**config.mk**
```make
export PLATFORM = sky130hd
export DESIGN_NAME = ps2_host_tx
export DESIGN_NICKNAME = d
export VERILOG_FILES = /design/src/rtl/ps2_pkg.sv /design/src/rtl/ps2_line_sync.sv /design/src/rtl/ps2_host_tx.sv
export SDC_FILE = /design/constraint.sdc
export NUM_CORES = 1
export LEC_CHECK = 0
export ABC_CLOCK_PERIOD_IN_PS = 2700
export CORE_ASPECT_RATIO = 2
export CORE_UTILIZATION = 52
export DETAILED_ROUTE_END_ITERATION = 10
export PLACE_DENSITY_LB_ADDON = 0.15
export SLEW_MARGIN = 20
export SYNTH_ARGS = -nofsm -noshare
export SYNTH_HDL_FRONTEND = slang
export SYNTH_HIERARCHICAL = 1
export SYNTH_SLANG_ARGS = --single-unit
```
**constraint.sdc**
```tcl
create_clock -name clk -period 2.7 [get_ports clk]
set_input_delay 0.27 -clock clk [delete_from_list [all_inputs] [get_ports clk]]
set_output_delay 0.27 -clock clk [all_outputs]
set_load 0.01 [all_outputs]
```
**src/rtl/ps2_pkg.sv**
```systemverilog
// Shared PS/2 types and constants for the host transmit and receive paths.
// Optional clock glitch filter in ps2_line_sync is enabled by defining PS2_TX_FILTER_EN.
package ps2_pkg;

    typedef enum logic [2:0] {
        StIdle,
        StInhibit,
        StReq,
        StShift,
        StAck,
        StDone,
        StErr
    } tx_state_e;

    localparam int unsigned FRAME_BITS = 11;
    localparam int unsigned DATA_BITS  = 8;

    localparam logic [7:0] CMD_SET_LED = 8'hED;
    localparam logic [7:0] CMD_ENABLE  = 8'hF4;
    localparam logic [7:0] CMD_RESET   = 8'hFF;

    function automatic logic odd_parity(input logic [DATA_BITS-1:0] d);
        return ~^d;
    endfunction

endpackage

```
**src/rtl/ps2_line_sync.sv**
```systemverilog
// PS/2 line conditioning: 2-FF synchronisers, clock falling-edge detect, aligned data.
// With PS2_TX_FILTER_EN defined the clock is glitch-filtered (3 clk extra latency).
module ps2_line_sync (
    input  logic clk,
    input  logic clear,
    input  logic ps2_clk_in,
    input  logic ps2_data_in,
    output logic data_level,
    output logic clk_fall
);

    logic [1:0] clk_sync;
    logic [1:0] data_sync;
    logic       clk_filt;
    logic       clk_prev;

    // Idle lines are high; resetting to 1 avoids a spurious edge after clear.
    always_ff @(posedge clk or posedge clear) begin
        if (clear) begin
            clk_sync  <= 2'b11;
            data_sync <= 2'b11;
            clk_prev  <= 1'b1;
        end else begin
            clk_sync  <= {clk_sync[0], ps2_clk_in};
            data_sync <= {data_sync[0], ps2_data_in};
            clk_prev  <= clk_filt;
        end
    end

`ifdef PS2_TX_FILTER_EN
    logic [2:0] clk_hist;
    logic       clk_filt_q;
    logic [2:0] data_dly;

    // Level moves only once the current and three previous samples agree.
    always_comb begin
        clk_filt = clk_filt_q;
        if (&{clk_hist, clk_sync[1]}) begin
            clk_filt = 1'b1;
        end else if (~|{clk_hist, clk_sync[1]}) begin
            clk_filt = 1'b0;
        end
    end

    always_ff @(posedge clk or posedge clear) begin
        if (clear) begin
            clk_hist   <= 3'b111;
            clk_filt_q <= 1'b1;
            data_dly   <= 3'b111;
        end else begin
            clk_hist   <= {clk_hist[1:0], clk_sync[1]};
            clk_filt_q <= clk_filt;
            data_dly   <= {data_dly[1:0], data_sync[1]};
        end
    end

    assign data_level = data_dly[2];
`else
    assign clk_filt   = clk_sync[1];
    assign data_level = data_sync[1];
`endif

    assign clk_fall = clk_prev & ~clk_filt;

endmodule

```
**src/rtl/ps2_host_tx.sv**
```systemverilog
// PS/2 host-to-device command transmitter: inhibit, request-to-send, shift frame, check ACK.
// Define PS2_TX_FILTER_EN to glitch-filter the incoming PS/2 clock.
module ps2_host_tx
    import ps2_pkg::*;
#(
    parameter int unsigned INHIBIT_CYCLES = 5000,
    parameter int unsigned REQ_CYCLES     = 2,
    parameter int unsigned TIMEOUT_CYCLES = 100000
) (
    input  logic       clk,
    input  logic       clear,
    input  logic       tx_valid,
    input  logic [7:0] tx_data,
    output logic       tx_ready,
    output logic       tx_done,
    output logic       tx_err,
    input  logic       ps2_clk_in,
    input  logic       ps2_data_in,
    output logic       ps2_clk_oe,
    output logic       ps2_data_oe
);

    localparam int unsigned TIMER_MAX =
        (INHIBIT_CYCLES > TIMEOUT_CYCLES) ? INHIBIT_CYCLES : TIMEOUT_CYCLES;
    localparam int unsigned TW = $clog2(TIMER_MAX + 1);
    localparam int unsigned SW = FRAME_BITS - 1;

    tx_state_e     state_q, state_d;
    logic [TW-1:0] timer_q, timer_d;
    logic [3:0]    bitcnt_q, bitcnt_d;
    logic [SW-1:0] frame_q, frame_d;
    logic          doe_q, doe_d;
    logic          fall;
    logic          data_s;

    ps2_line_sync u_sync (
        .clk         (clk),
        .clear       (clear),
        .ps2_clk_in  (ps2_clk_in),
        .ps2_data_in (ps2_data_in),
        .data_level  (data_s),
        .clk_fall    (fall)
    );

    always_ff @(posedge clk or posedge clear) begin
        if (clear) begin
            state_q  <= StIdle;
            timer_q  <= '0;
            bitcnt_q <= '0;
            frame_q  <= '0;
            doe_q    <= 1'b0;
        end else begin
            state_q  <= state_d;
            timer_q  <= timer_d;
            bitcnt_q <= bitcnt_d;
            frame_q  <= frame_d;
            doe_q    <= doe_d;
        end
    end

    always_comb begin
        state_d     = state_q;
        timer_d     = timer_q;
        bitcnt_d    = bitcnt_q;
        frame_d     = frame_q;
        doe_d       = doe_q;
        tx_ready    = 1'b0;
        tx_done     = 1'b0;
        tx_err      = 1'b0;
        ps2_clk_oe  = 1'b0;
        ps2_data_oe = 1'b0;

        unique case (state_q)
            StIdle: begin
                tx_ready = 1'b1;
                if (tx_valid) begin
                    // Shift order: d0..d7, parity, stop.
                    frame_d = {1'b1, odd_parity(tx_data), tx_data};
                    timer_d = '0;
                    state_d = StInhibit;
                end
            end
            StInhibit: begin
                ps2_clk_oe = 1'b1;
                if (timer_q == TW'(INHIBIT_CYCLES - 1)) begin
                    timer_d = '0;
                    state_d = StReq;
                end else begin
                    timer_d = timer_q + TW'(1);
                end
            end
            StReq: begin
                ps2_clk_oe  = 1'b1;
                ps2_data_oe = 1'b1;
                if (timer_q == TW'(REQ_CYCLES - 1)) begin
                    timer_d  = '0;
                    bitcnt_d = '0;
                    doe_d    = 1'b1;
                    state_d  = StShift;
                end else begin
                    timer_d = timer_q + TW'(1);
                end
            end
            StShift: begin
                ps2_data_oe = doe_q;
                if (fall) begin
                    timer_d  = '0;
                    doe_d    = ~frame_q[0];
                    frame_d  = {1'b0, frame_q[SW-1:1]};
                    bitcnt_d = bitcnt_q + 4'd1;
                    if (bitcnt_q == 4'(FRAME_BITS - 2)) begin
                        state_d = StAck;
                    end
                end else if (timer_q == TW'(TIMEOUT_CYCLES - 1)) begin
                    state_d = StErr;
                end else begin
                    timer_d = timer_q + TW'(1);
                end
            end
            StAck: begin
                if (fall) begin
                    state_d = data_s ? StErr : StDone;
                end else if (timer_q == TW'(TIMEOUT_CYCLES - 1)) begin
                    state_d = StErr;
                end else begin
                    timer_d = timer_q + TW'(1);
                end
            end
            StDone: begin
                tx_done  = 1'b1;
                timer_d  = '0;
                bitcnt_d = '0;
                doe_d    = 1'b0;
                state_d  = StIdle;
            end
            StErr: begin
                tx_err   = 1'b1;
                timer_d  = '0;
                bitcnt_d = '0;
                doe_d    = 1'b0;
                state_d  = StIdle;
            end
            default: state_d = StIdle;
        endcase
    end

endmodule

```
# Word-level counts from Yosys, hierarchy flattened
# Cells that the tools add are included.
dict set report totals {
  register_bits 40
  inputBits 13
  output_inout_bits 5
  elab_cells 70
}
dict set report classes {
  n_addsub 2
  n_eq_ne 16
  mux 30
  bitwise_logic 3
  n_reduce_logical 11
}
# op n
set op_table {}
lappend op_table {{$mux W17} 6}
lappend op_table {{$pmux W17 S6} 1}
lappend op_table {{$mux W3} 7}
lappend op_table {{$mux W10} 2}
lappend op_table {{$pmux W10 S2} 1}
lappend op_table {{$add A17 B1 Y17 const B} 1}
lappend op_table {{$eq A17 B1 Y1 const B} 1}
lappend op_table {{$eq A17 B13 Y1 const B} 1}
lappend op_table {{$eq A17 B17 Y1 const B} 1}
lappend op_table {{$pmux W3 S5} 1}
lappend op_table {{$pmux W4 S3} 1}
lappend op_table {{$ne A2 B2 Y1 const B} 5}
lappend op_table {{$eq A3 B3 Y1 const B} 3}
lappend op_table {{$reduce_and A3 Y1} 3}
lappend op_table {{$mux W4} 2}
lappend op_table {{$reduce_xnor A8 Y1} 1}
lappend op_table {{$eq A3 B2 Y1 const B} 2}
lappend op_table {{$mux W1} 6}
lappend op_table {{$reduce_bool A6 Y1} 1}
lappend op_table {{$add A4 B1 Y4 const B} 1}
lappend op_table {{$eq A4 B4 Y1 const B} 1}
lappend op_table {{$reduce_and A4 Y1} 1}
lappend op_table {{$reduce_or A2 Y1} 2}
lappend op_table {{$eq A3 B1 Y1 const B} 1}
lappend op_table {{other kinds (9)} 10}

# Depth between registers and ports, before layout
# Gate-level depths: netlist of the first run.
dict set report logic_depth {
  depth_word 4
  ltp_mapped 9
  depth_no_buf 6
}

# By module
# Netlist of the first run, hierarchy kept.
# module n_inst cells_per_inst area_each_um2 seq_area_each_um2
set by_module_without_submodules {}
lappend by_module_without_submodules {ps2_host_tx 1 272 2383.5 875.8}
lappend by_module_without_submodules {ps2_line_sync 1 7 148.9 131.4}

# Worst setup path before layout of the first run
# OpenSTA, ideal clock, no wires.
dict set report synth_path {
  path_kind {reg2reg}
  from {register timer_q[11]}
  to {register state_q[0]}
  setup_time_ns 0.125
  arrival_time_ns 2.101
  t_required_ns 2.575
  slack_ns 0.474
  path_stages_with_launch 6
  path_buffers 0
  synth_period_minus_slack_ns 2.226
  path_cell_list {dfrtp_1 -> or4_4 -> nor4_4 -> a31oi_4 -> nor4_4 -> mux2_2}
}
dict set report synth_via {
  elab_chain_cells 4
  elab_cells_between_ends 10
  cone_classes {eq/ne (5); mux (4); reduce/logical (1)}
}
# element line
set synth_lines {}
lappend synth_lines {{start: declaration} ps2_host_tx.sv:29} ;# logic [TW-1:0] timer_q, timer_d;
lappend synth_lines {{start signal: assignment} ps2_host_tx.sv:54} ;# timer_q <= timer_d;
lappend synth_lines {{$eq A17 B17 Y1} {ps2_host_tx.sv:114, ps2_host_tx.sv:123}}
lappend synth_lines {{$mux W3} n/a}
lappend synth_lines {{$mux W3 (on tied branches)} n/a}
lappend synth_lines {{$pmux W3 S5} n/a}
lappend synth_lines {{end signal: assignment} ps2_host_tx.sv:47} ;# state_q <= StIdle;
lappend synth_lines {{end signal: assignment} ps2_host_tx.sv:53} ;# state_q <= state_d;
lappend synth_lines {{end: declaration} ps2_host_tx.sv:28} ;# tx_state_e state_q, state_d;
# Several ways; a longest one is shown, not always the timed one.
# A chain may end at the register's enable or synchronous reset.

# Worst setup path in the final report of the first run
# Same ends and word-level chain as after synthesis.

==> metrics, run 1 <==
Top-Level Pins 18; clk_lat worst skew approximately 300 ps; Tcrit/Tclk final between 90% and 100%; largest net degree at the start of global routing 36; nets@finish 327; P_leak 1.21 nW; post-synth cell types 49; number of remaining DRC errors 0; VDD IR max approximately 700 uV; Post-CTS Resized 0; setup_tns 0 ps; # setup viols final 0; final slew viol count 0; Antenna Cells 0; fraction of registers with async set/reset 100%; min Tclk post-route approximately 2500 ps; Clk pin slew, worst setup/hold paths ~80 ps; TritonRoute pass-1 iters 4; commonest non-fill, non-tap cell in the layout dfrtp_1; vias in the first global route 2421; RSZ-0062 raised after global routing false; Syn Nets 296; status completed; Routed Wire Length around 6400 um; CP Launch Type register; Gate Count Post-Synth roughly 280; Post-synth EDFFs 0; Initial Utilization 54.6%; Max Root-Sink Buffers 2; clock tree root buffer cell clkbuf_8; MaxCap Viol Count 0; Min-Delay Path Class register to register; number of core rows 35; hold buffers post-CTS 0; clock sink count 40; most frequent cells in the layout dfrtp_1, o21ai_0, nand2_1; global-route wire length before repair 11100 um; Port-buffer cells 17; die width 51.3 um; initial antenna violation count 0; Power Total 2.81 mW; Avg Synthesized Cell Area 9.08 um^2; post-synthesis sequential area ratio 39.8%; Die Y 101 um; CTS tree done; share of layout cells above drive strength 1 14.8%; Fmax achieved 405 MHz; flip-flop and latch count after synthesis 40; setup bufs post-CTS 0; CTS Buf Count 5; max_slew headroom around 61%; Worst Max-Slew Pin Slew 586 ps; Ys Warns 6; WL per Instance 17.5 um; DR iter-0 viols 47; die area 5170 um^2; ys flop type dfrtp_1; DP HPWL 4840 um; critical path arrival 2650 ps; Vias/cell between 6 and 7; Max Clock Skew 8.31 ps; grt total ovfl 0; GP Congestion between 0.9 and 1; Worst setup EP type register; Cell Pwr Density 944 nW/um^2; synthesis-to-layout area growth 17.6%; Crit Path Category register to register; final hold vios 0; CP required 2890 ps; Vias 2254; ANT nets after route 0; worst-path maximum fanout 11; Mapped Area 2530 um^2; core region area 4640 um^2; GRT Overall Usage roughly 29%; CTS HTree Levels 2
-- sequential cells by signal, summed over array words and instances, names as in the netlist --
signal,cells
u_sync/clk_prev,1
u_sync/clk_sync,2
timer_q,17
frame_q,10
u_sync/data_sync,2
doe_q,1
bitcnt_q,4
state_q,3
-- final cells by class --
| cell class | count | area (um^2) |
|---|---|---|
| fill | 422 | 1660 |
| multi-input combinational | 210 | 1400 |
| sequential | 40 | 1010 |
| timing repair buffer | 37 | 320 |
| clock buffer | 7 | 96.3 |
| tap | 55 | 68.8 |
| inverter | 16 | 60.1 |
| clock inverter | 1 | 30.0 |
-- synthesized netlist by cell type (2+ instances only) --
cell,number,area [um^2]
a211oi_1,2,15.0
a21oi_1,7,35.0
a311o_1,2,20.0
a31oi_1,3,18.8
a31oi_4,2,42.5
and2_1,4,25.0
and3_1,3,18.8
and4_1,6,52.6
buf_2,4,20.0
buf_6,2,22.5
clkbuf_1,5,18.8
dfrtp_1,35,876
dfstp_2,5,131
ha_1,4,50.1
inv_1,16,60.1
mux2i_1,11,110
nand2_1,25,93.8
nand3_1,7,35.0
nand4_1,5,31.3
nor2_1,24,90.1
nor3_1,10,50.1
nor4_1,6,37.5
nor4_4,3,63.8
nor4b_1,2,17.5
nor4bb_1,3,30.0
o211ai_1,5,37.5
o21ai_0,29,145
o21ai_1,5,25.0
o22ai_1,4,25.0
o311ai_0,3,26.3
o31ai_1,7,52.6
o32ai_1,3,26.3
or2_2,3,18.8
xnor2_1,9,78.8
-- cell families after synthesis --
family | Yosys count | share of synthesized area, %
AND/OR/NAND/NOR | 109 | 25.1
AO/OA/AOI/OAI | 76 | 20.1
flip-flops | 40 | 39.8
buffers and inverters | 29 | 5.14
multiplexers | 12 | 4.79
XOR/XNOR | 9 | 3.11
adder cells (fa/ha/maj) | 4 | 1.98
-- power by group --
part | internal, mW | total (mW) | leakage (nW) | switching, mW
Clock | 0.326 | 0.549 | 0.0645 | 0.222
Sequential | 0.735 | 0.861 | 0.512 | 0.126
Combinational | 0.611 | 1.40 | 0.638 | 0.792
Total | 1.67 | 2.81 | 1.21 | 1.14
-- final timing paths --
check | from | to | slack, ps | depth (start not counted)
worst max-delay path | timer_q[11] | state_q[0] | 230 | 5
worst min-delay path | u_sync/data_sync[0] | u_sync/data_sync[1] | 360 | 0
worst max register to register | timer_q[11] | state_q[0] | 230 | 5
worst min register to register | u_sync/data_sync[0] | u_sync/data_sync[1] | 360 | 0
max in group asynchronous | clear | doe_q | 1970 | 3
min in group asynchronous | clear | timer_q[13] | 400 | 3
-- worst max-delay path: stages, from the launching register on --
cell and delay, ps:
dfrtp_1 470, or4_4 580, nor4_4 290, a31oi_4 250, nor4_4 400, mux2_2 370
-- routing by layer --
metal	up-vias	global-route usage (%)	wire, um
met5	-	0	0
met4	0	18.5	295
met1	1069	28.4	2350
li1	1085	-	-
met3	29	4.22	187
met2	71	53.3	3570
-- stage by stage --
| step | setup slack, ps | area (um^2) | utilization, % | hold slack, ps | instances |
|---|---|---|---|---|---|
| after global placement | 255 | 2840 | 61.3 | 346 | 357 |
| after CTS | 229 | 2980 | 64.2 | 363 | 366 |
| after global routing | 16.5 | 2980 | 64.2 | 364 | 366 |
| final | 231 | 2980 | 64.2 | 360 | 366 |
| after floorplan | 474 | 2530 | - | 247 | 279 |
| after detailed placement | 222 | 2850 | 61.4 | 351 | 358 |
Power figures use the tool's default switching activity.
==> run 2: changes to the inputs <==
Settings changed: HOLD_SLACK_MARGIN set to 0.08.
==> results of run 2 <==
Final layout, timing and power as in run 1 (identical DEF).
